[config.mk]
export PLATFORM = sky130hd
export DESIGN_NAME = stopwatch_ctrl
export DESIGN_NICKNAME = d
export VERILOG_FILES = /design/src/rtl/stopwatch_ctrl_pkg.sv /design/src/rtl/stopwatch_ctrl_btn_debounce.sv /design/src/rtl/stopwatch_ctrl.sv
export SDC_FILE = /design/constraint.sdc
export NUM_CORES = 1
export LEC_CHECK = 0
export ABC_AREA = 1
export BUFFER_PORTS_ARGS = -buffer_cell sky130_fd_sc_hd__buf_2
export CORE_MARGIN = 3
export CORE_UTILIZATION = 27
export DETAILED_ROUTE_END_ITERATION = 6
export HOLD_SLACK_MARGIN = 0.08
export PLACE_DENSITY = 0.41
export RECOVER_POWER = 50
export SETUP_SLACK_MARGIN = 0.3
export SYNTH_ARGS = -nofsm -noshare
export SYNTH_HDL_FRONTEND = slang
export SYNTH_SLANG_ARGS = --single-unit
[constraint.sdc]
create_clock -name clk -period 1.25 [get_ports clk]
set_input_delay 0.125 -clock clk [delete_from_list [all_inputs] [get_ports clk]]
set_output_delay 0.125 -clock clk [all_outputs]
set_load 0.01 [all_outputs]
[src/rtl/stopwatch_ctrl_pkg.sv]
// -----------------------------------------------------------------------------
// stopwatch_ctrl_pkg
// Shared definitions for the stopwatch control unit:
//   - state_t      : FSM state encodings (STOP / RUN / CLEAR, 2'b11 illegal)
//   - DB_CYCLES_DEFAULT : debounce window in clk cycles, 10 ms at the 100 MHz
//                    system clock that the clock divider also assumes.
// -----------------------------------------------------------------------------
package stopwatch_ctrl_pkg;

    // Debounce window: 10 ms at 100 MHz.
    localparam int DB_CYCLES_DEFAULT = 1_000_000;

    // FSM state encodings; 2'b11 is unused and recovers to ST_STOP.
    typedef enum logic [1:0] {
        ST_STOP  = 2'b00,
        ST_RUN   = 2'b01,
        ST_CLEAR = 2'b10
    } state_t;

endpackage : stopwatch_ctrl_pkg

[src/rtl/stopwatch_ctrl_btn_debounce.sv]
// -----------------------------------------------------------------------------
// btn_debounce
// Front end for one raw push-button: 2-flop synchroniser, debounce counter and
// registered rising-edge pulse generator.
//   clk     : system clock
//   rst     : asynchronous active-low reset (0 = reset)
//   i_btn   : raw, asynchronous, bouncing button (active-high)
//   o_pulse : 1-clk pulse, the cycle after the debounced state rises
// A change on the synchronised input is accepted only after it has differed
// from the debounced state for DB_CYCLES consecutive cycles.
// -----------------------------------------------------------------------------
module btn_debounce
    import stopwatch_ctrl_pkg::*;
#(
    parameter int DB_CYCLES = DB_CYCLES_DEFAULT
) (
    input  logic clk,
    input  logic rst,
    input  logic i_btn,
    output logic o_pulse
);

    localparam int            CW      = $clog2(DB_CYCLES);
    localparam logic [CW-1:0] CNT_MAX = CW'(DB_CYCLES - 1);

    logic          sync1_r;
    logic          sync2_r;
    logic          stable_r;
    logic          stable_q_r;
    logic          pulse_r;
    logic [CW-1:0] cnt_r;

    // Synchroniser, debounce counter and rising-edge pulse register.
    always_ff @(posedge clk or negedge rst) begin
        if (!rst) begin
            sync1_r    <= 1'b0;
            sync2_r    <= 1'b0;
            stable_r   <= 1'b0;
            stable_q_r <= 1'b0;
            pulse_r    <= 1'b0;
            cnt_r      <= {CW{1'b0}};
        end else begin
            sync1_r    <= i_btn;
            sync2_r    <= sync1_r;
            stable_q_r <= stable_r;
            // Only presses (0->1 of the debounced state) produce an event.
            pulse_r    <= stable_r & ~stable_q_r;
            if (sync2_r != stable_r) begin
                if (cnt_r == CNT_MAX) begin
                    stable_r <= sync2_r;
                    cnt_r    <= {CW{1'b0}};
                end else begin
                    stable_r <= stable_r;
                    cnt_r    <= cnt_r + 1'b1;
                end
            end else begin
                // Input agrees with debounced state: any glitch restarts the count.
                stable_r <= stable_r;
                cnt_r    <= {CW{1'b0}};
            end
        end
    end

    assign o_pulse = pulse_r;

endmodule : btn_debounce

[src/rtl/stopwatch_ctrl.sv]
// -----------------------------------------------------------------------------
// stopwatch_ctrl
// Control unit for the stopwatch datapath. Debounces the run/stop, clear and
// lap buttons and turns their press events into counter controls.
//   clk          : system clock (100 MHz)
//   rst          : asynchronous active-low reset (0 = reset)
//   btn_run_stop : raw run/stop button
//   btn_clear    : raw clear button
//   btn_lap      : raw lap button
//   o_run        : level, counter advances while 1
//   o_clear      : 1-clk pulse, counter clears to 0
//   o_lap_hold   : level, display shows the frozen lap value while 1
//   o_state      : current FSM state (debug / LED)
// Event priority within one cycle: run_stop > clear > lap.
// -----------------------------------------------------------------------------
module stopwatch_ctrl
    import stopwatch_ctrl_pkg::*;
#(
    parameter int DB_CYCLES = DB_CYCLES_DEFAULT
) (
    input  logic       clk,
    input  logic       rst,
    input  logic       btn_run_stop,
    input  logic       btn_clear,
    input  logic       btn_lap,
    output logic       o_run,
    output logic       o_clear,
    output logic       o_lap_hold,
    output logic [1:0] o_state
);

    logic   run_stop_pulse_s;
    logic   clear_pulse_s;
    logic   lap_pulse_s;

    state_t state_r;
    logic   run_r;
    logic   clear_r;
    logic   lap_hold_r;

    btn_debounce #(.DB_CYCLES(DB_CYCLES)) u_db_run_stop (
        .clk     (clk),
        .rst     (rst),
        .i_btn   (btn_run_stop),
        .o_pulse (run_stop_pulse_s)
    );

    btn_debounce #(.DB_CYCLES(DB_CYCLES)) u_db_clear (
        .clk     (clk),
        .rst     (rst),
        .i_btn   (btn_clear),
        .o_pulse (clear_pulse_s)
    );

    btn_debounce #(.DB_CYCLES(DB_CYCLES)) u_db_lap (
        .clk     (clk),
        .rst     (rst),
        .i_btn   (btn_lap),
        .o_pulse (lap_pulse_s)
    );

    // Control FSM; run/clear outputs are registered alongside the state so
    // they always equal the decode of the state register.
    always_ff @(posedge clk or negedge rst) begin
        if (!rst) begin
            state_r    <= ST_STOP;
            run_r      <= 1'b0;
            clear_r    <= 1'b0;
            lap_hold_r <= 1'b0;
        end else begin
            case (state_r)
                ST_STOP: begin
                    if (run_stop_pulse_s) begin
                        state_r    <= ST_RUN;
                        run_r      <= 1'b1;
                        clear_r    <= 1'b0;
                        lap_hold_r <= lap_hold_r;
                    end else if (clear_pulse_s) begin
                        state_r    <= ST_CLEAR;
                        run_r      <= 1'b0;
                        clear_r    <= 1'b1;
                        lap_hold_r <= lap_hold_r;
                    end else begin
                        state_r    <= ST_STOP;
                        run_r      <= 1'b0;
                        clear_r    <= 1'b0;
                        // Lap while stopped releases a frozen display.
                        lap_hold_r <= lap_pulse_s ? 1'b0 : lap_hold_r;
                    end
                end
                ST_RUN: begin
                    if (run_stop_pulse_s) begin
                        // Stopping keeps whatever the display currently shows.
                        state_r    <= ST_STOP;
                        run_r      <= 1'b0;
                        clear_r    <= 1'b0;
                        lap_hold_r <= lap_hold_r;
                    end else begin
                        // Clear is ignored while running.
                        state_r    <= ST_RUN;
                        run_r      <= 1'b1;
                        clear_r    <= 1'b0;
                        lap_hold_r <= lap_pulse_s ? ~lap_hold_r : lap_hold_r;
                    end
                end
                ST_CLEAR: begin
                    // One-cycle state; events arriving now are dropped.
                    state_r    <= ST_STOP;
                    run_r      <= 1'b0;
                    clear_r    <= 1'b0;
                    lap_hold_r <= 1'b0;
                end
                default: begin
                    // Illegal encoding 2'b11 recovers to a safe stopped state.
                    state_r    <= ST_STOP;
                    run_r      <= 1'b0;
                    clear_r    <= 1'b0;
                    lap_hold_r <= 1'b0;
                end
            endcase
        end
    end

    assign o_run      = run_r;
    assign o_clear    = clear_r;
    assign o_lap_hold = lap_hold_r;
    assign o_state    = state_r;

endmodule : stopwatch_ctrl

==> impl_metrics.env <==
export IMPL_p_total_mw=5.855
export IMPL_io_pins=10
export IMPL_post_route_period_util=1.088
export IMPL_vias=3732
export IMPL_critPathKind="reg -> reg"
export IMPL_clk_pin_slew_worst_paths_ps=60
export IMPL_cap_violations=0
export IMPL_cp_cell_sequence="ha_4, nand3_4, nor2_4, nand3_4, nand2_8, nor2_1"
export IMPL_dp_cells=775
export IMPL_holdWs_ps=346.2
export IMPL_gp_congestion=0.7996
export IMPL_postSynthCellCount=515
export IMPL_reg2reg_from="u_db_run_stop.cnt_r[0]"
export IMPL_crit_arrival_ps=1580
export IMPL_crit_required_ps=1470
export IMPL_path_delay_family="simple AND/OR/NAND/NOR gates"
export IMPL_crit_slowest_cell="dfrtp_1"
export IMPL_finalCoreUtilization=0.4412
export IMPL_cts_max_path_buffers=2
export IMPL_wire_per_inst_um=12.89
export IMPL_port_buffers=9
export IMPL_cts_tree="built"
export IMPL_worst_pin_slew_ps=762.8
export IMPL_p_int_mw=4.544
export IMPL_vias_per_cell=4.459
export IMPL_dieHeight_um=129.4
export IMPL_maxSlewHeadroom=0.4915
export IMPL_drt_iter0_markers=180
export IMPL_cts_htree_levels=3
export IMPL_hpwlAfterDp_mm=7.213
export IMPL_synth_area_per_cell_sq_um=7.979
export IMPL_grt_pass1_wl_mm=17.88
export IMPL_critPathMaxFanout=7
export IMPL_hold_path_class="reg -> reg"
export IMPL_cp_num_buf_inv=0
export IMPL_nFillCells=1417
export IMPL_period_needed_ps=1360
export IMPL_slew_violations=0
export IMPL_p_leak_nw=2.835
export IMPL_crit_path_max_incr_delay_ps=410
export IMPL_pwr_share_comb=0.053
export IMPL_die_area_sq_mm=0.01673
export IMPL_p_per_area_mw_per_mm2=902.8
export IMPL_startpoint_type="flop"
export IMPL_dp_slack_ps=-87.68
export IMPL_drt_total_wl_mm=10.79
export IMPL_numClockSinks=79
export IMPL_grt_overflow=0
export IMPL_net_switching_power_mw=1.311
export IMPL_dr_pass1_iters=4
export IMPL_violations="setup timing"
export IMPL_drc_errors=0
export IMPL_hold_path_cell_count=0
export IMPL_antenna_found_initial=0
export IMPL_holdCritStartpoint="u_db_lap.sync1_r"
export IMPL_setup_viol_count_final=39
export IMPL_chipWidth_um=129.4
export IMPL_syn_nets=523
export IMPL_core_sq_mm=0.01470
export IMPL_yosysWarningCount=0
export IMPL_fmax_mhz=735.2
export IMPL_grt_usage=0.1342
export IMPL_diodes=0
export IMPL_synth_seq_cells=79
export IMPL_rsz0062_at_grt="true"
export IMPL_fin_ws_ps=-110.1
export IMPL_cts_root_buf="clkbuf_16"
export IMPL_rows=44
export IMPL_cts_buffers=9
export IMPL_end_kind="flop"
export IMPL_status="complete, but fails checks"
export IMPL_synth_seq_area_share=0.4811
export IMPL_p_sw_frac=0.2239
export IMPL_ir_drop_uv=635.2
export IMPL_clkPwrFrac=0.499
export IMPL_grt_pass1_vias=3693
export IMPL_area_growth_pct=57.83
export IMPL_grt_max_degree=80
export IMPL_finClkSkew_ps=7.705
export IMPL_initial_utilization=0.2795
export IMPL_hold_violations=0
export IMPL_holdPathEnd="u_db_lap.sync2_r"
export IMPL_rr_worst_depth=6
export IMPL_final_cells=837
export IMPL_syn_cell_area_sq_mm=0.004109
export IMPL_insertion_delay_ps=340
export IMPL_pwr_share_seq=0.449
export IMPL_reg2reg_slack_ps=-110
export IMPL_reg2reg_to="u_db_run_stop.cnt_r[5]"
export IMPL_synthDistinctLibCells=29
export IMPL_final_layout_size_suffix_gt1_frac=0.4809
export IMPL_nets=656
export IMPL_postRouteAntennaNets=0
export IMPL_cp_common_cell="nand3_4"
==> power groups by stage <==
stage | Sequential [mW] | Clock, mW | Combinational (mW)
2_1_floorplan | 2.67 | 0 | 0.101
3_3_place_gp | 2.67 | 0 | 0.222
3_5_place_dp | 2.67 | 0 | 0.224
4_1_cts | 2.62 | 3.04 | 0.276
5_1_grt | 2.63 | 3.14 | 0.345
6_report | 2.63 | 2.92 | 0.308
==> per-stage QoR <==
step                instance area, sq um  TNS, ps
floorplan                           4287        0
global placement                    5084    -1222
detailed placement                  5084    -1598
CTS                                 5967    -1470
global route                        6485    -5565
finish                              6485    -1353
==> synthesized netlist by cell type, drive strengths merged <==
| cell type | n | area, sq um |
|---|---|---|
| nor2 | 145 | 633.1 |
| nand2 | 105 | 431.7 |
| dfrtp | 79 | 1977 |
| inv | 54 | 202.7 |
| nand3 | 45 | 257.8 |
| xor2 | 17 | 148.9 |
| o21ai | 14 | 70.06 |
| xnor2 | 14 | 122.6 |
| nand4 | 11 | 68.82 |
| a21oi | 9 | 48.80 |
| nor3 | 9 | 45.04 |
| ha | 3 | 37.54 |
| o21bai | 3 | 22.52 |
| clkbuf | 2 | 7.510 |
| a21o | 1 | 7.510 |
| and2 | 1 | 6.260 |
| buf | 1 | 7.510 |
| nor3b | 1 | 7.510 |
| or2 | 1 | 6.260 |
==> layer usage <==
layer / routed length (um) / up-vias / GRT usage
met1: 4842 / 1803 / 0.1681
met5: 0 / - / 0
met4: 208 / 0 / 0.04200
met2: 5531 / 27 / 0.2314
li1: - / 1888 / -
met3: 211 / 14 / 0.02885
==> placed cells by master (no fill, tap or decap), types with 3 or more instances in the layout <==
master | netlist | final
dlygate4sd3_1 | 0 | 4
nor2_4 | 6 | 27
nand2_4 | 2 | 9
nand3_2 | 4 | 17
a21oi_1 | 8 | 8
nand3_1 | 40 | 15
ha_4 | 0 | 3
clkbuf_16 | 0 | 9
xnor2_1 | 14 | 9
nor2_1 | 127 | 85
xor2_1 | 17 | 13
buf_2 | 0 | 6
nor2_2 | 11 | 32
nand2_2 | 9 | 25
nand2_1 | 94 | 69
nand4_1 | 11 | 11
buf_4 | 1 | 83
xnor2_2 | 0 | 4
o21ai_2 | 0 | 6
inv_1 | 52 | 40
dfrtp_1 | 79 | 68
buf_6 | 0 | 28
o21ai_1 | 5 | 6
o21bai_1 | 3 | 3
xor2_2 | 0 | 3
inv_2 | 2 | 13
nor3_2 | 0 | 5
dfrtp_2 | 0 | 11
nand3_4 | 1 | 13
==> worst max path at each step <==
stage	from	to	cells after the start
finish	u_db_run_stop.cnt_r[0]	u_db_run_stop.cnt_r[5]	6
global route	u_db_run_stop.cnt_r[0]	u_db_run_stop.cnt_r[5]	6
CTS	u_db_lap.cnt_r[0]	u_db_lap.cnt_r[9]	6
detailed placement	u_db_lap.cnt_r[0]	u_db_lap.cnt_r[9]	6
global placement	u_db_lap.cnt_r[0]	u_db_lap.cnt_r[13]	6
floorplan	u_db_run_stop.cnt_r[0]	u_db_run_stop.cnt_r[5]	6
==> sequential cells by signal (all words and copies together) (netlist names), 2 cells and up <==
register / cells
u_db_lap.cnt_r: 20
u_db_clear.cnt_r: 20
u_db_run_stop.cnt_r: 20
o_state: 2
==> cell families (layout without fill, tap and decap cells) <==
kind of cell | after synthesis | after routing | synth area share
xor+xnor | 31 | 31 | 0.06608
buf+inv | 57 | 195 | 0.05299
flops | 79 | 79 | 0.4811
compound gates | 27 | 27 | 0.03624
fa+ha+maj | 3 | 3 | 0.009136
simple gates | 318 | 318 | 0.3544
==> worst reg2reg max path, stage by stage (launching register included) <==
cell,delay (ps)
dfrtp_1,410
ha_4,170
nand3_4,120
nor2_4,160
nand3_4,160
nand2_8,160
nor2_1,70
==> what timing repair did <==
item | CTS | global route
resized for setup | 87 | 103
endpoints found under the hold margin | 82 | 0
hold buffers | 4 | 0
setup endpoints to repair | 69 | 71
pin swaps | 63 | 64
setup buffers | 23 | 19
==> area by class of cell <==
type	count	area (sq um)	area share
Clock buffer	10	239.0	0.03685
Clock inverter	6	92.59	0.01428
Inverter	54	205.2	0.03164
Multi-Input combinational cell	379	2668	0.4113
Sequential cell	79	1991	0.3070
Tap cell	184	230.2	0.03550
Timing Repair Buffer	125	1060	0.1634
(Power assumes the default switching activity.)
